### src/rtl/operand_fetch_stage.sv
// Fetch->decode pipeline register with valid/ready handshake, flush, halt and RV immediate pre-decode.
// Define OF_SKID_BUFFER_EN to add a one-entry skid buffer (registered in_ready, capacity 2).
module operand_fetch_stage #(
    parameter int              XLEN     = 32,
    parameter logic [XLEN-1:0] RESET_PC = '0
) (
    input  logic            clk,
    input  logic            rst,
    input  logic            flush,
    input  logic            halt,
    input  logic            in_valid,
    output logic            in_ready,
    input  logic [XLEN-1:0] pc_in,
    input  logic [31:0]     instruction_in,
    output logic            out_valid,
    input  logic            out_ready,
    output logic [XLEN-1:0] pc_out,
    output logic [31:0]     instruction_out,
    output logic [XLEN-1:0] imm_i,
    output logic [XLEN-1:0] imm_s,
    output logic [XLEN-1:0] imm_b,
    output logic [XLEN-1:0] imm_u,
    output logic [XLEN-1:0] imm_j,
    output logic [XLEN-1:0] imm_sel,
    output logic [2:0]      imm_fmt
);

    localparam logic [2:0]  FMT_NONE = 3'd0;
    localparam logic [2:0]  FMT_I    = 3'd1;
    localparam logic [2:0]  FMT_S    = 3'd2;
    localparam logic [2:0]  FMT_B    = 3'd3;
    localparam logic [2:0]  FMT_U    = 3'd4;
    localparam logic [2:0]  FMT_J    = 3'd5;
    localparam logic [31:0] NOP      = 32'h0000_0013;

    logic            r_out_valid;
    logic [XLEN-1:0] r_pc;
    logic [31:0]     r_instr;
    logic [XLEN-1:0] r_imm_i, r_imm_s, r_imm_b, r_imm_u, r_imm_j, r_imm_sel;
    logic [2:0]      r_imm_fmt;

    logic            w_in_ready;
    logic            w_in_xfer;
    logic            w_out_xfer;
    logic            w_load;
    logic [XLEN-1:0] w_src_pc;
    logic [31:0]     w_src_instr;
    logic [XLEN-1:0] w_imm_i, w_imm_s, w_imm_b, w_imm_u, w_imm_j, w_imm_sel;
    logic [2:0]      w_imm_fmt;

    function automatic logic [XLEN-1:0] sext32(input logic [31:0] v);
        return XLEN'($signed(v));
    endfunction

    // Decode sees no handshake while halted, so out_ready is masked here.
    assign w_out_xfer = r_out_valid & out_ready & ~halt;
    assign w_in_xfer  = in_valid & w_in_ready;

`ifdef OF_SKID_BUFFER_EN
    logic            r_skid_valid;
    logic [XLEN-1:0] r_skid_pc;
    logic [31:0]     r_skid_instr;
    logic            w_out_free;
    logic            w_skid_load;

    assign w_in_ready  = ~r_skid_valid & ~halt;
    assign w_out_free  = ~r_out_valid | w_out_xfer;
    assign w_load      = ~flush & ~halt & w_out_free & (r_skid_valid | w_in_xfer);
    assign w_skid_load = ~flush & w_in_xfer & ~w_out_free;
    assign w_src_pc    = r_skid_valid ? r_skid_pc    : pc_in;
    assign w_src_instr = r_skid_valid ? r_skid_instr : instruction_in;

    always_ff @(posedge clk or posedge rst) begin
        if (rst) begin
            r_skid_valid <= 1'b0;
            r_skid_pc    <= '0;
            r_skid_instr <= NOP;
        end else begin
            if (flush) begin
                r_skid_valid <= 1'b0;
            end else if (w_skid_load) begin
                r_skid_valid <= 1'b1;
            end else if (r_skid_valid && w_load) begin
                r_skid_valid <= 1'b0;
            end
            if (w_skid_load) begin
                r_skid_pc    <= pc_in;
                r_skid_instr <= instruction_in;
            end
        end
    end
`else
    assign w_in_ready  = ~halt & (~r_out_valid | out_ready);
    assign w_load      = ~flush & w_in_xfer;
    assign w_src_pc    = pc_in;
    assign w_src_instr = instruction_in;
`endif

    assign w_imm_i = sext32({{20{w_src_instr[31]}}, w_src_instr[31:20]});
    assign w_imm_s = sext32({{20{w_src_instr[31]}}, w_src_instr[31:25], w_src_instr[11:7]});
    assign w_imm_b = sext32({{19{w_src_instr[31]}}, w_src_instr[31], w_src_instr[7],
                             w_src_instr[30:25], w_src_instr[11:8], 1'b0});
    assign w_imm_u = sext32({w_src_instr[31:12], 12'h000});
    assign w_imm_j = sext32({{11{w_src_instr[31]}}, w_src_instr[31], w_src_instr[19:12],
                             w_src_instr[20], w_src_instr[30:21], 1'b0});

    always_comb begin
        w_imm_fmt = FMT_NONE;
        case (w_src_instr[6:0])
            7'b0000011, 7'b0010011, 7'b1100111, 7'b0011011: w_imm_fmt = FMT_I;
            7'b0100011:                                     w_imm_fmt = FMT_S;
            7'b1100011:                                     w_imm_fmt = FMT_B;
            7'b0110111, 7'b0010111:                         w_imm_fmt = FMT_U;
            7'b1101111:                                     w_imm_fmt = FMT_J;
            default:                                        w_imm_fmt = FMT_NONE;
        endcase
    end

    always_comb begin
        w_imm_sel = '0;
        case (w_imm_fmt)
            FMT_I:   w_imm_sel = w_imm_i;
            FMT_S:   w_imm_sel = w_imm_s;
            FMT_B:   w_imm_sel = w_imm_b;
            FMT_U:   w_imm_sel = w_imm_u;
            FMT_J:   w_imm_sel = w_imm_j;
            default: w_imm_sel = '0;
        endcase
    end

    always_ff @(posedge clk or posedge rst) begin
        if (rst) begin
            r_out_valid <= 1'b0;
            r_pc        <= RESET_PC;
            r_instr     <= NOP;
            r_imm_i     <= '0;
            r_imm_s     <= '0;
            r_imm_b     <= '0;
            r_imm_u     <= '0;
            r_imm_j     <= '0;
            r_imm_sel   <= '0;
            r_imm_fmt   <= FMT_NONE;
        end else begin
            if (flush) begin
                r_out_valid <= 1'b0;
            end else if (!halt) begin
                if (w_load) begin
                    r_out_valid <= 1'b1;
                end else if (w_out_xfer) begin
                    r_out_valid <= 1'b0;
                end
            end
            if (w_load) begin
                r_pc      <= w_src_pc;
                r_instr   <= w_src_instr;
                r_imm_i   <= w_imm_i;
                r_imm_s   <= w_imm_s;
                r_imm_b   <= w_imm_b;
                r_imm_u   <= w_imm_u;
                r_imm_j   <= w_imm_j;
                r_imm_sel <= w_imm_sel;
                r_imm_fmt <= w_imm_fmt;
            end
        end
    end

    assign in_ready        = w_in_ready;
    assign out_valid       = r_out_valid;
    assign pc_out          = r_pc;
    assign instruction_out = r_instr;
    assign imm_i           = r_imm_i;
    assign imm_s           = r_imm_s;
    assign imm_b           = r_imm_b;
    assign imm_u           = r_imm_u;
    assign imm_j           = r_imm_j;
    assign imm_sel         = r_imm_sel;
    assign imm_fmt         = r_imm_fmt;

endmodule

### config.mk
export PLATFORM = sky130hd
export DESIGN_NAME = operand_fetch_stage
export DESIGN_NICKNAME = d
export VERILOG_FILES = /design/src/rtl/operand_fetch_stage.sv
export SDC_FILE = /design/constraint.sdc
export NUM_CORES = 1
export LEC_CHECK = 0
export ABC_AREA = 1
export CAP_MARGIN = 20
export CORE_MARGIN = 8
export CORE_UTILIZATION = 41
export CTS_CLUSTER_DIAMETER = 50
export DETAILED_ROUTE_END_ITERATION = 10
export PLACE_DENSITY = 0.88
export SLEW_MARGIN = 30
export SYNTH_ARGS = -nofsm -noshare
export SYNTH_HDL_FRONTEND = slang
export SYNTH_SLANG_ARGS = --single-unit
### constraint.sdc
create_clock -name clk -period 7 [get_ports clk]
set_input_delay 0.7 -clock clk [delete_from_list [all_inputs] [get_ports clk]]
set_output_delay 0.7 -clock clk [all_outputs]
set_load 0.05 [all_outputs]
==> results.md <==
- Crit-path cells: clkdlybuf4s50_1 -> nand2_2 -> nor2_4 -> inv_2 -> o21ai_4 -> inv_2 -> ha_1 -> nor3_1 -> nand2_1 -> inv_2 -> nor2_8 -> inv_4 -> nand3_2 -> nand3_1 -> nand2_1 -> nand2_1
- Clock sink count: 100
- DR iter-0 viols: 139
- Setup TNS: 0 ns
- Sequential share of power: 27.2%
- PortBufs: 316
- RSZ-0062 raised after global routing: no
- Netlist cell types: 29
- Initial antenna violation count: 0
- DR WL/cell: 17.1 um
- Final Hold Vio Count: 0
- Int Power: 1.36 mW
- #FFs+latches synth: 100
- Worst setup SP type: primary input
- Peak supply drop: 0.000162 V
- Crit path arrival time: 3.41 ns
- HP Start: instruction_out[1]
- Cell Area, Synth: 0.00562 sq mm
- CTS tree: built
- Post-Synthesis Cells: 690
- R2R depth: 8
- P_sw: 1.32 mW
- MaxCap Viol Count: 0
- PwrDens: 332 mW/mm^2
- Total Wirelength: 17600 um
- Inserted Diodes: 0
- Top_reg_cell synth: dfrtp_1
- GRT Util Overall: 18.9%
- Initial Util: 42.3%
- Antenna-violating nets left: 0
- Final GP Congestion: 0.844
- Root Buffer: clkbuf_16
- Die width: 133 um
- # resized after CTS: 0
- TritonCTS buffer count: 9
- CP peak stage delay: 0.50 ns
- Post-synth top area cell: dfrtp_1
- Sequential area share after synthesis: 44.6%
- Reg2Reg Launch Point: out_valid
- Post-synthesis async set-or-reset flop share: 100%
- Placed Instance Area: 0.00775 sq mm
- Most frequent cells after synthesis: nand2_1 (278), buf_4 (165), dfrtp_1 (97)
- Worst-path fanout max: 15
- Area growth, synth to finish: 43.4%
- Final instance area: 0.00806 sq mm
- Largest net degree at the start of global routing: 97
- Ratio of cells with drive above 1 in the final layout: 6.33%
- CP endpoint kind: flip-flop
- Num rows: 42
- Fmax: 319 MHz
- R2R setup slack: 4.70 ns
- RR Endpoint: imm_sel[17]
- Leakage power: 3.86 nW
- Max Slew Vio Count: 0
- Critical Path Sink: imm_sel[23]
- Crit path launch: instruction_in[0]
- Drt via density: 4.52
- Net Sw Frac: 49.2%
- Final Skew: 0.00934 ns
- First-pass GRT wire length: 26600 um
- Post-synth top area share: 43.2%
- Die height: 133 um
- Gate power share: 53.6%
- Crit Path Category: primary input to flip-flop
- GRT Residual Overflow: 0
- Full die area: 0.0177 sq mm
- Setup violators final: 0
- Clk slew on worst S/H paths: 0.07 ns
- Ports: 331
- Critical Path RT: 7.27 ns
- Vias in the first global route: 4676
- Vias: 4655
- Total of warnings raised by yosys: 0
- DP Wirelength: 13600 um
- Core area: 0.0133 sq mm
- Clk_lat worst skew: 0.34 ns
- Outcome: finished, final reports clean
- Post-route DRC: 0
- Worst slew margin: 37.3%
- Syn Area/Cell: 8.15 sq um
- Worst Hold Class: flip-flop to flip-flop
- Fin util: 60.6%
- Post-CTS Hold Fix Bufs: 0
- Final nets: 919
- Top post-synthesis cells by area: dfrtp_1 (43%), buf_4 (22%), nand2_1 (19%)
- Tmin final: 3.13 ns
- Clk pwr share: 19.2%
- Measured slew at the worst slew-check pin: 0.941 ns
- Maximum clock insertion buffer count: 2
- Drt first pass iters: 6
- CP max stage cell: clkdlybuf4s50_1
- Ratio of final minimum period to clock period: 44.8%
- Htree depth: 3
- Count leader, synth: nand2_1
- Post-CTS setup buffers: 0
- Number of synthesized flops with an enable pin: 0
[worst min-delay path by stage]
stage,slack (ns),end,cells past startpoint
after floorplan,0.58,instruction_out[0],2
after global placement,0.46,instruction_out[1],2
after detailed placement,0.46,instruction_out[1],2
after CTS,0.47,instruction_out[1],2
after global routing,0.49,instruction_out[0],2
final,0.47,instruction_out[1],2
[cell usage in the layout, fill, tap and decap left out, types with 2 or more instances in the layout]
cell	instances
buf_4	2
clkbuf_16	9
clkdlybuf4s50_1	316
conb_1	14
dfrtp_1	96
dfstp_2	3
inv_1	22
inv_2	4
inv_4	2
inv_6	3
nand2_1	278
nand2_2	2
nand2_4	3
nand3_1	34
nand3_2	3
nor2_1	8
nor2_2	2
nor2_4	4
o21ai_0	21
o21ai_1	3
o21ai_2	9
o31ai_1	2
[layout make-up]
type / count / area (sq um)
multi-input cells: 390 / 1730
flip-flops and latches: 100 / 2510
repair buffers: 318 / 3180
well taps: 176 / 220
inverters: 29 / 115
clock inverters: 6 / 80.1
fillers: 1140 / 5240
clock buffers: 10 / 229
[through the flow]
step           hold slack [ns]  instances  power [mW]  setup WS (ns)
2_1_floorplan            0.582        703        1.88           3.69
3_3_place_gp             0.457       1013        2.17           3.61
3_5_place_dp             0.457       1013        2.19           3.54
4_1_cts                  0.470       1029        2.71           3.85
5_1_grt                  0.491       1029        2.78           3.60
6_report                 0.468       1029        2.68           3.87
[worst max-delay path: cells and delay by family]
family                   cells  cell delay [ns]
AO/OA/AOI/OAI                1             0.35
adder cells (fa/ha/maj)      1             0.28
buffers and inverters        5             0.96
AND/OR/NAND/NOR              9             1.12
[metal layers]
layer	up-vias	track usage, %	part of all wire [%]
met5	-	0	0
met4	0	3.56	0.60
met3	9	8.05	10
met2	215	34.2	52
met1	2173	20.1	37
li1	2258	-	-
[state kept, by name, summed over array words and instances, names as in the netlist]
name,count
imm_sel,32
imm_fmt,3
instruction_out,32
pc_out,32
out_valid,1
[logic make-up (layout without fill, tap and decap cells)]
logic type                 after synthesis  after routing  share of synthesized area, %
and+or+nand+nor                        338            338                          25.3
buffers and inverters                  213            363                          25.7
DFF                                    100            100                          44.6
AOI/OAI and AO/OA                       37             37                          4.18
adders and majority gates                1              1                         0.223
other                                    1             14                        0.0667
[power groups by stage]
stage	Sequential, mW	Clock, mW	Combinational [mW]
final	0.727	0.514	1.44
after global routing	0.742	0.553	1.48
after CTS	0.729	0.529	1.45
after detailed placement	0.738	0	1.45
after global placement	0.735	0	1.44
after floorplan	0.968	0	0.908
No activity file was read; power rests on OpenSTA's default activity.
